[config.mk]
export PLATFORM = sky130hd
export DESIGN_NAME = nibble_load_arbiter
export DESIGN_NICKNAME = d
export VERILOG_FILES = /design/src/rtl/nibble_pkg.sv /design/src/rtl/nibble_load_arbiter_rr_pick.sv /design/src/rtl/nibble_load_arbiter.sv
export SDC_FILE = /design/constraint.sdc
export NUM_CORES = 1
export LEC_CHECK = 0
export BUFFER_PORTS_ARGS = -buffer_cell sky130_fd_sc_hd__buf_2
export CELL_PAD_IN_SITES_DETAIL_PLACEMENT = 0
export CELL_PAD_IN_SITES_GLOBAL_PLACEMENT = 1
export CORE_ASPECT_RATIO = 0.6
export CORE_UTILIZATION = 35
export CTS_BUF_LIST = sky130_fd_sc_hd__clkbuf_8 sky130_fd_sc_hd__clkbuf_16
export DETAILED_ROUTE_END_ITERATION = 12
export GPL_ROUTABILITY_DRIVEN = 0
export GPL_TIMING_DRIVEN = 0
export PLACE_DENSITY = 0.84
export RECOVER_POWER = 25
export REMOVE_ABC_BUFFERS = 1
export SYNTH_ARGS = -nofsm -noshare
export SYNTH_HDL_FRONTEND = slang
export SYNTH_SLANG_ARGS = --single-unit
[constraint.sdc]
create_clock -name clk -period 3.1 [get_ports clk]
set_input_delay 0.155 -clock clk [delete_from_list [all_inputs] [get_ports clk]]
set_output_delay 0.155 -clock clk [all_outputs]
set_load 0.05 [all_outputs]
[src/rtl/nibble_pkg.sv]
`default_nettype none
// ---------------------------------------------------------------------------
// nibble_pkg : shared widths, nibble type and index-width helper
// Revision   : 1.0
// ---------------------------------------------------------------------------
package nibble_pkg;

  localparam int DEF_DATA_W = 4;

  typedef logic [DEF_DATA_W-1:0] nibble_t;

  // Never returns 0 so that a 1-entry index still gets a real 1-bit vector.
  function automatic int idx_w(input int n);
    return (n > 1) ? $clog2(n) : 1;
  endfunction

endpackage
`default_nettype wire

[src/rtl/nibble_load_arbiter_rr_pick.sv]
`default_nettype none
// ---------------------------------------------------------------------------
// rr_pick : combinational round-robin picker over an eligibility mask
// Revision : 1.0
// ---------------------------------------------------------------------------
module rr_pick
  import nibble_pkg::*;
#(
  parameter  int NUM_REQ = 4,
  localparam int IW      = idx_w(NUM_REQ)
) (
  input  logic [NUM_REQ-1:0] elig_i,
  input  logic [IW-1:0]      ptr_i,
  output logic [NUM_REQ-1:0] grant_o,
  output logic [IW-1:0]      win_o,
  output logic               any_o
);

  function automatic logic [IW-1:0] slot(input logic [IW-1:0] p, input int k);
    int s;
    s = int'(p) + k;
    if (s >= NUM_REQ) s = s - NUM_REQ;
    return IW'(s);
  endfunction

  // Scan from the far end back toward ptr so the closest eligible slot wins.
  always_comb begin
    grant_o = '0;
    win_o   = '0;
    any_o   = 1'b0;
    for (int k = NUM_REQ - 1; k >= 0; k--) begin
      if (elig_i[slot(ptr_i, k)]) begin
        win_o = slot(ptr_i, k);
        any_o = 1'b1;
      end
    end
    if (any_o) grant_o[win_o] = 1'b1;
  end

endmodule
`default_nettype wire

[src/rtl/nibble_load_arbiter.sv]
`default_nettype none
// ---------------------------------------------------------------------------
// nibble_load_arbiter : round-robin write port sharing with per-dst hold-off
// Revision            : 1.0
// ---------------------------------------------------------------------------
module nibble_load_arbiter
  import nibble_pkg::*;
#(
  parameter  int NUM_REQ  = 4,
  parameter  int NUM_DST  = 2,
  parameter  int DATA_W   = DEF_DATA_W,
  parameter  int HOLD_CYC = 1,
  localparam int DST_W    = idx_w(NUM_DST),
  localparam int REQ_W    = idx_w(NUM_REQ)
) (
  input  logic                        clk,
  input  logic                        rst,
  input  logic [NUM_REQ-1:0]          req_valid,
  input  logic [NUM_REQ*DST_W-1:0]    req_dst,
  input  logic [NUM_REQ*DATA_W-1:0]   req_data,
  output logic [NUM_REQ-1:0]          req_ready,
  output logic [NUM_DST*DATA_W-1:0]   dst_q,
  output logic [NUM_DST-1:0]          dst_written,
  output logic                        grant_vld,
  output logic [REQ_W-1:0]            grant_id
);

  localparam int               CNT_W   = idx_w(HOLD_CYC + 1);
  localparam logic [CNT_W-1:0] HOLD_LD = CNT_W'(HOLD_CYC);

  logic [REQ_W-1:0]               rr_ptr_q, rr_ptr_d;
  logic [REQ_W-1:0]               grant_id_q;
  logic                           grant_vld_q;
  logic [NUM_DST-1:0][DATA_W-1:0] data_q, data_d;
  logic [NUM_DST-1:0]             written_q, written_d;
  logic [CNT_W-1:0]               busy_q [NUM_DST];
  logic [CNT_W-1:0]               busy_d [NUM_DST];
  logic [NUM_DST-1:0]             busy;
  logic [NUM_REQ-1:0]             elig, grant;
  logic [REQ_W-1:0]               win;
  logic                           any;
  logic [DST_W-1:0]               win_dst;
  logic [DATA_W-1:0]              win_data;

  generate
    for (genvar d = 0; d < NUM_DST; d++) begin : g_busy
      assign busy[d] = (busy_q[d] != '0);
    end
  endgenerate

  // Matching against each real destination drops out-of-range indices naturally.
  always_comb begin
    elig = '0;
    for (int i = 0; i < NUM_REQ; i++) begin
      for (int d = 0; d < NUM_DST; d++) begin
        if (int'(req_dst[i*DST_W +: DST_W]) == d && !busy[d])
          elig[i] = req_valid[i];
      end
    end
  end

  rr_pick #(
    .NUM_REQ (NUM_REQ)
  ) u_pick (
    .elig_i  (elig),
    .ptr_i   (rr_ptr_q),
    .grant_o (grant),
    .win_o   (win),
    .any_o   (any)
  );

  assign req_ready = rst ? '0 : grant;
  assign win_dst   = req_dst[int'(win)*DST_W +: DST_W];
  assign win_data  = req_data[int'(win)*DATA_W +: DATA_W];

  always_comb begin
    rr_ptr_d  = rr_ptr_q;
    data_d    = data_q;
    written_d = written_q;
    for (int d = 0; d < NUM_DST; d++)
      busy_d[d] = busy[d] ? busy_q[d] - CNT_W'(1) : '0;
    if (any) begin
      rr_ptr_d          = (int'(win) == NUM_REQ - 1) ? '0 : win + REQ_W'(1);
      data_d[win_dst]   = win_data;
      written_d[win_dst] = 1'b1;
      busy_d[win_dst]   = HOLD_LD;
    end
  end

  always_ff @(posedge clk or posedge rst) begin
    if (rst) begin
      rr_ptr_q    <= '0;
      grant_id_q  <= '0;
      grant_vld_q <= 1'b0;
      data_q      <= '0;
      written_q   <= '0;
      for (int d = 0; d < NUM_DST; d++) busy_q[d] <= '0;
    end else begin
      rr_ptr_q    <= rr_ptr_d;
      grant_vld_q <= any;
      if (any) grant_id_q <= win;
      data_q      <= data_d;
      written_q   <= written_d;
      for (int d = 0; d < NUM_DST; d++) busy_q[d] <= busy_d[d];
    end
  end

  assign dst_q       = data_q;
  assign dst_written = written_q;
  assign grant_vld   = grant_vld_q;
  assign grant_id    = grant_id_q;

endmodule
`default_nettype wire

After elaboration in Yosys (flattened, before gate mapping)
Cells that the tools add are included.

word-level totals
  bits in registers = 17
  input bits = 26
  output and inout port bits = 17
  logic and storage cells = 98

operators by class
  add/sub/neg operators = 10
  $lt $le $gt $ge = 14
  equal/unequal tests = 1
  shift-type cells = 2
  muxes and demuxes = 43
  bitwise operators = 7
  reduce and logical (&&, ||, !) cells = 13

operators by type and width
  kind                                                                                  count
  1-bit 2-to-1 mux                                                                      21
  2-bit 2-to-1 mux                                                                      10
  16-bit by 5-bit variable part select with 4-bit output                                1
  2-bit by 3-bit less-than comparator with 1-bit output (second input constant)         5
  4-bit 2-to-1 mux                                                                      3
  1-bit logical AND                                                                     11
  3-bit greater-or-equal comparator (second input constant)                             3
  1-bit binary-select mux with 2-bit select                                             4
  8-bit bitwise mux                                                                     1
  2-bit by 1-bit subtractor with 2-bit output (second input constant)                   4
  2-bit by 2-bit adder with 3-bit output (second input constant)                        2
  4-bit demux with 1-bit select                                                         1
  1-bit NOT                                                                             4
  2-bit bitwise OR                                                                      2
  4-bit by 3-bit variable part select with 1-bit output                                 1
  2-bit by 1-bit adder with 3-bit output (second input constant)                        1
  2-bit by 3-bit greater-or-equal comparator with 1-bit output (second input constant)  1
  2-bit by 1-bit adder with 2-bit output (second input constant)                        1
  1-bit demux with 1-bit select                                                         2
  1-bit demux with 2-bit select                                                         1
  2-bit by 1-bit equality test with 1-bit output (second input constant)                1
  2-bit by 1-bit greater-or-equal comparator with 1-bit output (second input constant)  1
  2-bit greater-or-equal comparator (second input constant)                             1
  1-bit zero test                                                                       2
  other kinds (5)                                                                       6

Depth between registers and ports, before layout
  word-level depth = 18
  gate-level depth with buffers = 8

Hierarchy
From an unflattened synthesis, not the netlist that was laid out.

unflattened totals
  cells, all modules = 94
  area total of the unflattened synthesis = 1,102.3 um2

modules (own cells, without submodules)
  module               instances  cells an instance  area each (um2)
  nibble_load_arbiter  1          61                 890.9
  rr_pick              1          33                 211.5

Worst setup path before layout
Ideal clock, no wire load.

  path type = flip-flop to output port
  start point = register busy_q (netlist bit busy[0])
  end point = output req_ready[2]
  arrival = 2.682 ns
  required time = 2.945 ns
  setup slack = 0.263 ns
  stages on the path, launching flop included = 6
  path buffers = 1
  path through = dfrtp_1 mux2_4 nand2b_4 a221oi_4 buf_4 nor3b_1

on the way
  word-level cells in the longest chain between the ends = 16

RTL lines
  what                                                                                                                                                         line                               text
  start, declared                                                                                                                                              nibble_load_arbiter.sv:36          logic [CNT_W-1:0] busy_q [NUM_DST];
  1-bit zero test *                                                                                                                                            nibble_load_arbiter.sv:56          if (int'(req_dst[i*DST_W +: DST_W]) == d && !busy[d])
  1-bit logical AND                                                                                                                                            nibble_load_arbiter.sv:56
  1-bit 2-to-1 mux (2 in a row)                                                                                                                                nibble_load_arbiter.sv:56
  1-bit binary-select mux with 2-bit select                                                                                                                    nibble_load_arbiter_rr_pick.sv:32  if (elig_i[slot(ptr_i, k)]) begin
  1-bit 2-to-1 mux (not written as such)                                                                                                                       nibble_load_arbiter_rr_pick.sv:32
  2-bit 2-to-1 mux (4 in a row)                                                                                                                                nibble_load_arbiter_rr_pick.sv:32
  2-bit by 3-bit less-than comparator with 1-bit output (not written as such) or 2-bit by 1-bit greater-or-equal comparator with 1-bit output (tied branches)  nibble_load_arbiter_rr_pick.sv:37  if (any_o) grant_o[win_o] = 1'b1;
  1-bit logical AND (not written as such)                                                                                                                      nibble_load_arbiter_rr_pick.sv:37
  1-bit 2-to-1 mux (not written as such)                                                                                                                       nibble_load_arbiter_rr_pick.sv:37
  1-bit demux with 2-bit select                                                                                                                                --
  4-bit 2-to-1 mux *                                                                                                                                           nibble_load_arbiter_rr_pick.sv:37
  4-bit 2-to-1 mux *                                                                                                                                           nibble_load_arbiter.sv:72          assign req_ready = rst ? '0 : grant;
  end, declared                                                                                                                                                nibble_load_arbiter.sv:21          output logic [NUM_REQ-1:0] req_ready,

Every way passes the cells marked *; elsewhere a longest branch is shown, timed or not. The select of a mux whose other input is x is not followed.

Worst setup path after layout
  start point = register busy_q (netlist bit busy[0])
  end point = register data_q (netlist bit dst_q[6])

on the way
  word-level cells in the longest chain between the ends = 16

RTL lines
  what                                                                                                                              line                               text
  1-bit zero test *                                                                                                                 nibble_load_arbiter.sv:56
  1-bit logical AND                                                                                                                 nibble_load_arbiter.sv:56
  1-bit 2-to-1 mux (2 in a row)                                                                                                     nibble_load_arbiter.sv:56
  1-bit binary-select mux with 2-bit select                                                                                         nibble_load_arbiter_rr_pick.sv:32
  1-bit 2-to-1 mux (not written as such)                                                                                            nibble_load_arbiter_rr_pick.sv:32
  2-bit 2-to-1 mux (4 in a row)                                                                                                     nibble_load_arbiter_rr_pick.sv:32
  4-bit by 3-bit variable part select with 1-bit output                                                                             nibble_load_arbiter.sv:73          assign win_dst = req_dst[int'(win)*DST_W +: DST_W];
  1-bit by 2-bit less-than comparator with 1-bit output (not written as such) or 1-bit greater-or-equal comparator (tied branches)  nibble_load_arbiter.sv:84          data_d[win_dst] = win_data;
  1-bit logical AND (not written as such)                                                                                           nibble_load_arbiter.sv:84
  4-bit 2-to-1 mux (not written as such)                                                                                            nibble_load_arbiter.sv:84
  4-bit demux with 1-bit select                                                                                                     nibble_load_arbiter.sv:84
  8-bit bitwise mux                                                                                                                 nibble_load_arbiter.sv:84
  end signal, assigned                                                                                                              nibble_load_arbiter.sv:102         data_q <= data_d;
  end, declared                                                                                                                     nibble_load_arbiter.sv:34          logic [NUM_DST-1:0][DATA_W-1:0] data_q, data_d;

Marks and branches as above.
A chain may end at the register's enable or synchronous reset.

==> metrics.log <==
[metrics] run status: finished with violations
[metrics] violations in the final reports: hold timing
[metrics] r2r worst-path depth: 6
[metrics] Inserted Clock Buffers: 3
[metrics] Fmax: 356 MHz
[metrics] transition time of the tightest slew-check pin: 0.963 ns
[metrics] cell type with the highest occurrence count on the critical path: mux2_1
[metrics] overall die width: 72.6 um
[metrics] sequential share of the synthesized area: 0.407
[metrics] via density per instance: 4.94
[metrics] count of hold-fix buffers inserted at cts: 0
[metrics] peak ir drop on the vdd network: 0.000578 V
[metrics] Slowest Stage Delay on Critical Path: 0.85 ns
[metrics] share of synthesized registers carrying an async set or reset: 1.00
[metrics] worst slew margin relative to its limit: 0.358
[metrics] Leakage: 0.673 nW
[metrics] GRT Util Overall: 0.160
[metrics] cell count after synthesis: 90
[metrics] relative area change from synthesis to final layout: 27.2%
[metrics] largest delay contributor family on the critical path: compound AO/OA/AOI/OAI gates
[metrics] kind of start point of the critical path: register
[metrics] max_cap viols: 0
[metrics] Starting Density: 0.393
[metrics] HPWL after detailed placement: 1.74 mm
[metrics] clock latency of the later-clocked register in the worst-skew pair: 0.25 ns
[metrics] worst setup slack for register-to-register paths: 0.29 ns
[metrics] area of the core region: 0.00266 sq mm
[metrics] Crit. path cell count: 6
[metrics] drt initial violations: 52
[metrics] fraction of the core area covered by cells at the end of the flow: 0.500
[metrics] Nets: 161
[metrics] final hold violation count: 17
[metrics] number of global-route vias before repair: 826
[metrics] Clock Tree Buf Depth: 2
[metrics] number of storage elements in the synthesis netlist: 17
[metrics] WHS: -0.00815 ns
[metrics] summed instance area of the synthesized netlist: 0.00105 sq mm
[metrics] number of sinks on the clock net: 17
[metrics] sequential cell area: 425 sq um
[metrics] buffer and inverter count on the worst path: 0
[metrics] total wire length: 2.25 mm
[metrics] Critical Path End Type: register
[metrics] pin count of the biggest net entering global routing: 20
[metrics] Clock transition at path regs: 0.07 ns
[metrics] average footprint of a synthesized cell: 11.6 sq um
[metrics] Initial DRT Pass Iterations: 4
[metrics] Synth area leader: dfrtp_1
[metrics] post-detailed-route wirelength per cell: 13.0 um
[metrics] count of antenna diodes in the layout: 0
[metrics] Area contributors post-synth: dfrtp_1, mux2i_1, mux2_4, mux2_1, nand2_1
[metrics] clock tree from TritonCTS: yes
[metrics] Pwr Density: 1240 mW/mm^2
[metrics] grt total ovfl: 0
[metrics] buffer cell driving the clock tree root: clkbuf_8
[metrics] number of antenna violations at the first check in global routing: 0
[metrics] number of gates resized after CTS: 0
[metrics] FP Rows: 14
[metrics] ordered cell list for the critical path: mux2_4 > nand2b_4 > a221oi_4 > mux2_1 > a22o_4 > mux2_1
[metrics] YS warnings: 0
[metrics] count of cell types in the netlist: 31
[metrics] CTS H-Tree Depth: 1
[metrics] Worst setup startpoint: busy[0]
[metrics] final slew viol count: 0
[metrics] number of synthesized flops with an enable pin: 0
[metrics] endpoint of the worst register-to-register path: dst_q[6]
[metrics] peak fanout along the critical path: 16
[metrics] worst min path class: in -> async
[metrics] number of remaining DRC errors: 0
[metrics] portion of the clock cycle consumed by the worst path in the final layout: 0.907
[metrics] RSZ-0062 raised after global routing: no
[metrics] shortest clock period the worst path allows after layout: 2.81 ns
[metrics] cell with the most instances after synthesis: dfrtp_1
[metrics] dominant register cell in the synthesized netlist: dfrtp_1
[metrics] Arrival @ worst endpoint: 2.95 ns
[metrics] final setup violation count: 0
[metrics] fraction of final layout cells with drive strength greater than 1: 0.436
[metrics] Die ar.: 0.00322 sq mm
[metrics] number of post-CTS setup repair buffers: 0
[metrics] die height: 44.3 um
[metrics] setup_tns: 0 ns
[metrics] type of the setup path with the least slack: reg -> reg
[metrics] critical path data required time: 3.24 ns
[metrics] port bufs: 42
[metrics] I/O pin total: 43
[metrics] total via count after detailed routing: 855
[metrics] proportion of netlist area held by the largest area contributor: 0.407
[metrics] area of the multi-input gates: 576 sq um
[metrics] Layout fillers: 245
[metrics] wire length of the first global-routing pass: 3.73 mm
[metrics] final setup skew: 0.000595 ns
[metrics] Synth top cells by count: dfrtp_1, mux2i_1, nand2_1, mux2_4
[metrics] Detail Route Antenna Nets: 0
[metrics] Worst path slowest cell: a221oi_4
[metrics] R2R Path Start: busy[0]
[cell usage in the layout, fill, tap and decap left out, drive strengths merged, types with 2 or more instances in the layout]
cell type	instances
dfrtp	17
o2bb2ai	2
inv	6
mux2i	15
buf	42
nor2	3
mux2	12
nand2	10
nand2b	3
clkbuf	3
a21oi	3
nor3	2
[routing by layer]
metal	vias to the layer above	share of wire	global-route usage
li1	406	-	-
met1	398	0.50	0.222
met2	47	0.39	0.234
met3	4	0.091	0.0501
met4	0	0.011	0.0667
met5	-	0	0
[worst max-delay path by stage]
stage	end	slack, ns
floorplan	req_ready[2]	0.21
global placement	dst_q[5]	0.35
detailed placement	dst_q[6]	0.26
CTS	dst_q[6]	0.25
global route	req_ready[3]	0.14
finish	dst_q[6]	0.29
[area by class of cell]
class	count	area share
clock buffers	3	0.0310
clock inverters	1	0.00376
flip-flops and latches	17	0.320
multi-input cells	64	0.433
well taps	40	0.0376
inverters	6	0.0169
repair buffers	42	0.158
[where the power goes]
| group | internal (W) | switching, W |
|---|---|---|
| clock network | 0.0000893 | 0.0000777 |
| logic | 0.000408 | 0.000686 |
| registers | 0.000327 | 0.0000600 |
| total | 0.000824 | 0.000824 |
[sequential cells by signal (all words and copies together), names as in the netlist]
signal,flops
busy,2
dst_written,2
dst_q,8
grant_id,2
grant_vld,1
rr_ptr_q,2
[per-stage QoR]
stage	setup WS, ns	instances	area (sq um)	total power [W]
final	0.289	173	1330	0.00165
after global routing	0.135	173	1330	0.00176
after CTS	0.254	173	1330	0.00166
after detailed placement	0.261	169	1280	0.00149
after global placement	0.348	169	1280	0.00147
after floorplan	0.209	87	1020	0.00127
[cell families (layout without fill, tap and decap cells)]
logic type	Yosys count	in the layout	synth area share
adder cells (fa/ha/maj)	1	1	0.0120
buffers and inverters	9	52	0.0431
multiplexers	27	27	0.294
flip-flops	17	17	0.407
AO/OA/AOI/OAI	12	12	0.121
AND/OR/NAND/NOR	24	24	0.123
No activity file was read; power rests on OpenSTA's default activity.
